## src/rtl/cntr_ctrl.sv

```systemverilog
// BCD 00..99 counter with command-driven IDLE/RUN/PAUSE/DONE control and a clock prescaler.
// Optional down-counting (dir port) is enabled by defining CNTR_CTRL_DOWN_EN.
module cntr_ctrl #(
    parameter int unsigned PRESCALE = 4
) (
    input  logic       clk,
    input  logic       reset_n,
    input  logic       cmd_valid,
    input  logic [1:0] cmd,
    output logic       cmd_ready,
    input  logic       auto_reload,
`ifdef CNTR_CTRL_DOWN_EN
    input  logic       dir,
`endif
    output logic [7:0] cntr_99,
    output logic [1:0] state,
    output logic       running,
    output logic       done
);

    typedef enum logic [1:0] {
        S_IDLE  = 2'b00,
        S_RUN   = 2'b01,
        S_PAUSE = 2'b10,
        S_DONE  = 2'b11
    } state_t;

    typedef enum logic [1:0] {
        C_NOP   = 2'b00,
        C_START = 2'b01,
        C_STOP  = 2'b10,
        C_CLEAR = 2'b11
    } cmd_t;

    localparam logic [7:0] PS_LAST = 8'(PRESCALE - 1);

    state_t     st, st_n;
    logic [7:0] cnt, cnt_n;
    logic [7:0] ps, ps_n;
    logic       done_n, rdy_n;
    logic       acc, tick, down;
    logic [7:0] term_val, reload_val;

`ifdef CNTR_CTRL_DOWN_EN
    assign down = dir;
`else
    assign down = 1'b0;
`endif

    function automatic logic [7:0] bcd_inc(input logic [7:0] v);
        bcd_inc = (v[3:0] == 4'd9) ? {v[7:4] + 4'd1, 4'd0} : {v[7:4], v[3:0] + 4'd1};
    endfunction

    function automatic logic [7:0] bcd_dec(input logic [7:0] v);
        bcd_dec = (v[3:0] == 4'd0) ? {v[7:4] - 4'd1, 4'd9} : {v[7:4], v[3:0] - 4'd1};
    endfunction

    assign acc        = cmd_valid & cmd_ready;
    assign tick       = (st == S_RUN) && (ps == PS_LAST);
    assign term_val   = down ? 8'h00 : 8'h99;
    assign reload_val = down ? 8'h99 : 8'h00;

    always_comb begin
        st_n   = st;
        cnt_n  = cnt;
        ps_n   = ps;
        done_n = 1'b0;
        rdy_n  = ~acc;

        if (st == S_RUN) ps_n = tick ? 8'd0 : ps + 8'd1;

        if (tick) begin
            if (cnt == term_val) begin
                done_n = 1'b1;
                if (auto_reload) cnt_n = reload_val;
                else             st_n  = S_DONE;
            end else begin
                cnt_n = down ? bcd_dec(cnt) : bcd_inc(cnt);
            end
        end

        // Accepted STOP/CLEAR override the tick results computed above.
        if (acc) begin
            unique case (cmd_t'(cmd))
                C_START: begin
                    if (st != S_RUN) begin
                        st_n = S_RUN;
                        ps_n = '0;
                        if (st == S_DONE) cnt_n = reload_val;
                    end
                end
                C_STOP: begin
                    if (st == S_RUN) begin
                        st_n   = S_PAUSE;
                        cnt_n  = cnt;
                        ps_n   = ps;
                        done_n = 1'b0;
                    end
                end
                C_CLEAR: begin
                    st_n   = S_IDLE;
                    cnt_n  = '0;
                    ps_n   = '0;
                    done_n = 1'b0;
                end
                default: ;
            endcase
        end
    end

    always_ff @(posedge clk) begin
        if (!reset_n) begin
            st        <= S_IDLE;
            cnt       <= '0;
            ps        <= '0;
            done      <= 1'b0;
            cmd_ready <= 1'b1;
        end else begin
            st        <= st_n;
            cnt       <= cnt_n;
            ps        <= ps_n;
            done      <= done_n;
            cmd_ready <= rdy_n;
        end
    end

    assign cntr_99 = cnt;
    assign state   = st;
    assign running = (st == S_RUN);

endmodule

```

## config.mk

```make
export PLATFORM = sky130hd
export DESIGN_NAME = cntr_ctrl
export DESIGN_NICKNAME = d
export VERILOG_FILES = /design/src/rtl/cntr_ctrl.sv
export SDC_FILE = /design/constraint.sdc
export NUM_CORES = 1
export LEC_CHECK = 0
export CORE_MARGIN = 2
export CORE_UTILIZATION = 48
export DETAILED_ROUTE_END_ITERATION = 7
export HOLD_SLACK_MARGIN = 0.1
export MAX_ROUTING_LAYER = met4
export PLACE_DENSITY = 0.75
export SLEW_MARGIN = 15
export SYNTH_ARGS = -nofsm -noshare
export SYNTH_HDL_FRONTEND = slang
export SYNTH_SLANG_ARGS = --single-unit
```

## constraint.sdc

```tcl
create_clock -name clk -period 2.1 [get_ports clk]
set_input_delay 0.315 -clock clk [delete_from_list [all_inputs] [get_ports clk]]
set_output_delay 0.315 -clock clk [all_outputs]
set_load 0.1 [all_outputs]
```

==> impl_results.md <==
- Worst path required time: between 2 and 2.5 ns
- Comb power frac: 15.6%
- Syn Std Cell Area: between 0.001 and 0.0015 mm^2
- Status: finished, final reports clean
- RSZ-0062 raised after global routing: false
- Post-route setup slack: approximately 0.053 ns
- Area leader, netlist: dfxtp_1
- Delay of the slowest critical-path stage: 0.55 ns
- Setup TNS: 0 ns
- Routed via count: roughly 1300
- Max-Cap Viols: 0
- Core area: 0.00248 mm^2
- Tcrit/Tclk final: about 97%
- Register Area: about 410 um^2
- # setup viols final: 0
- Starting DRC count in detailed routing: 38
- NumNets Final: between 150 and 200
- Netlist cell types: 49
- Setup CP Type: flip-flop to flip-flop
- Clock Skews: roughly 0.0018 ns
- Most frequent cell after synthesis: dfxtp_1
- Leak Pwr: approximately 0.00056 uW
- Achievable Freq: roughly 0.49 GHz
- GR Util met2: between 40% and 50%
- Vias in the first global route: between 1000 and 1500
- Async S/R FF share, synth: 0%
- Pre-CTS WS: roughly 0.063 ns
- CP top delay family: simple AND/OR/NAND/NOR gates
- Pwr dens: 439 mW/mm^2
- CP max FO: 12
- TritonCTS Sinks: 20
- Area delta synth->final: 26.1%
- Worst path cell trace: or4b_4 -> or4_4 -> or4_1 -> a21oi_1
- Post-Syn Nets: 161
- Hold Crit Class: flip-flop to flip-flop
- Post-synth EDFFs: 0
- Actual slew at the worst max-slew pin: roughly 0.44 ns
- Sw Share: around 28%
- Reg-to-reg slack, setup: 0.05 ns
- DR WL/cell: ~15 um
- Critical Path Stages: 4
- Largest net degree at the start of global routing: 13
- Commonest cells post-synth: 20 x dfxtp_1, 13 x nand3_1, 13 x nor2_1
- Slew headroom: roughly 70%
- Primary FF master, synth: dfxtp_1
- H-Tree Depth: 1
- Crit. End Element: flip-flop
- Die extent in x: around 55 um
- Die ar.: 0.00303 mm^2
- Met1 Usage GRT: roughly 28%
- Post-route ant nets: 0
- # DRC: 0
- Clock power share: 28.5%
- CP max-delay cell: or4b_4
- Hold Buf Count CTS: 0
- Final core occ: approximately 64%
- TritonCTS Buffers: 3
- Flop pwr share: between 50 and 60%
- Mean Syn Cell Area: roughly 8.2 um^2
- Pint: about 500 uW
- Synth warn: 0
- Worst Path Buf+Inv: 0
- Input/output buffers: 18
- CTS tree: done
- Reg clk slew, reported paths: 0.11 ns
- Die H: 55.0 um
- Worst r2r path cells: 4
- Area contributors post-synth: dfxtp_1 32%, nand3_1 5.2%, nor2_1 3.9%
- Skew-Pair Late Insertion Delay: approximately 0.30 ns
- Minimum clock period after layout: 2.05 ns
- Initial antenna violation count: 0
- Final hold slack: around 0.47 ns
- Synth Instances: about 150
- Clk buf depth: 2
- Area of the multi-input gates: 796 um^2
- Flops & latches, synth: 20
- Final Hold Fails: 0
- Layout fillers: ~230
- Setup crit start kind: flip-flop
- Area share of the largest cell type after synthesis: 32.0%
- Hold Path Depth: 1
- DR pass1 iterations: 4
- Routed WL: between 3000 and 4000 um
- Initial core utilization: between 50% and 60%
- Gpl congestion: between 0.9 and 1
- Row cnt: 18
- Layout cells sized above 1: 26.1%
- GRT busiest layer: met2
- DR vias/cell: around 6.1
- N_diodes: 0
- Crit path DAT: roughly 2.3 ns
- Pwr Total: approximately 700 uW
- Io pins: 19
- Met3 usage: between 5 and 6%
- Max IR drop VDD: around 0.00034 V
- GRT Total Usage: between 20% and 30%
- CTS Root Cell: clkbuf_4
- Remaining global-route overflow: 0
- Hpwl dp: 2380 um
- Global-route wire length before repair: between 5000 and 6000 um
- NetSw: 197 uW
- Sequential-to-total area share from yosys stat: roughly 32%
- Max Slew Vio Count: 0
[registers in the layout (all words and copies together), names as in the netlist]
register / count
cntr_99: 8
ps: 8
state: 2
cmd_ready: 1
done: 1
[metal layers]
layer / routed length (um) / share of wire, % / vias up
li1: - / - / 633
met1: 1470 / 46 / 615
met2: 1570 / 49 / 27
met3: 92 / 2.9 / 6
met4: 70 / 2.2 / 0
met5: 0 / 0 / -
[path summary, 6_finish.rpt]
| check | end | startpoint |
|---|---|---|
| max reg2reg | cntr_99[4] | state[1] |
| max | cntr_99[4] | state[1] |
| min reg2reg | cmd_ready | cmd_ready |
| min | cmd_ready | cmd_ready |
[power by group through the flow]
stage               clock network, uW  logic [uW]  registers [uW]
floorplan                           0        53.7             410
global placement                    0         106             395
detailed placement                  0         107             395
CTS                               205         107             387
global route                      216         116             388
finish                            197         108             387
[kinds of logic (layout without fill, tap and decap cells)]
family          Yosys count  in the layout  share of synthesized area, %
simple gates             72             72                          33.4
compound gates           36             36                          21.8
flops                    20             20                          32.0
buf+inv                  15             43                          5.41
xor+xnor                  5              5                          3.50
fa+ha+maj                 3              3                          3.00
mux                       1              1                         0.801
[layout make-up]
class                   instances  area share [%]
flip-flops and latches         20            26.3
well taps                      30            2.38
multi-input cells             117            50.5
clock buffers                   4            1.67
inverters                       5            1.43
repair buffers                 34            17.8
[placed cells by master, fill, tap and decap left out, drive strengths merged, types with 5 or more instances in the layout]
cell type	synthesis	final
buf	5	29
dfxtp	20	20
nor2	13	13
nand3	13	13
nand2	11	11
o21ai	9	9
xnor2	5	5
nor3	5	5
clkdlybuf4s50	0	5
nor4	5	5
[stage by stage]
step                      instance area [um^2]  std cells
after floorplan                           1290        152
after global placement                    1540        205
after detailed placement                  1540        205
after CTS                                 1570        209
after global routing                      1580        210
final                                     1580        210
[what timing repair did]
item	in CTS	in global routing
buffers inserted	0	1
hold endpoints to repair	0	0
endpoints found under the setup margin	0	2
resized for setup	0	0
Power figures use the tool's default switching activity.
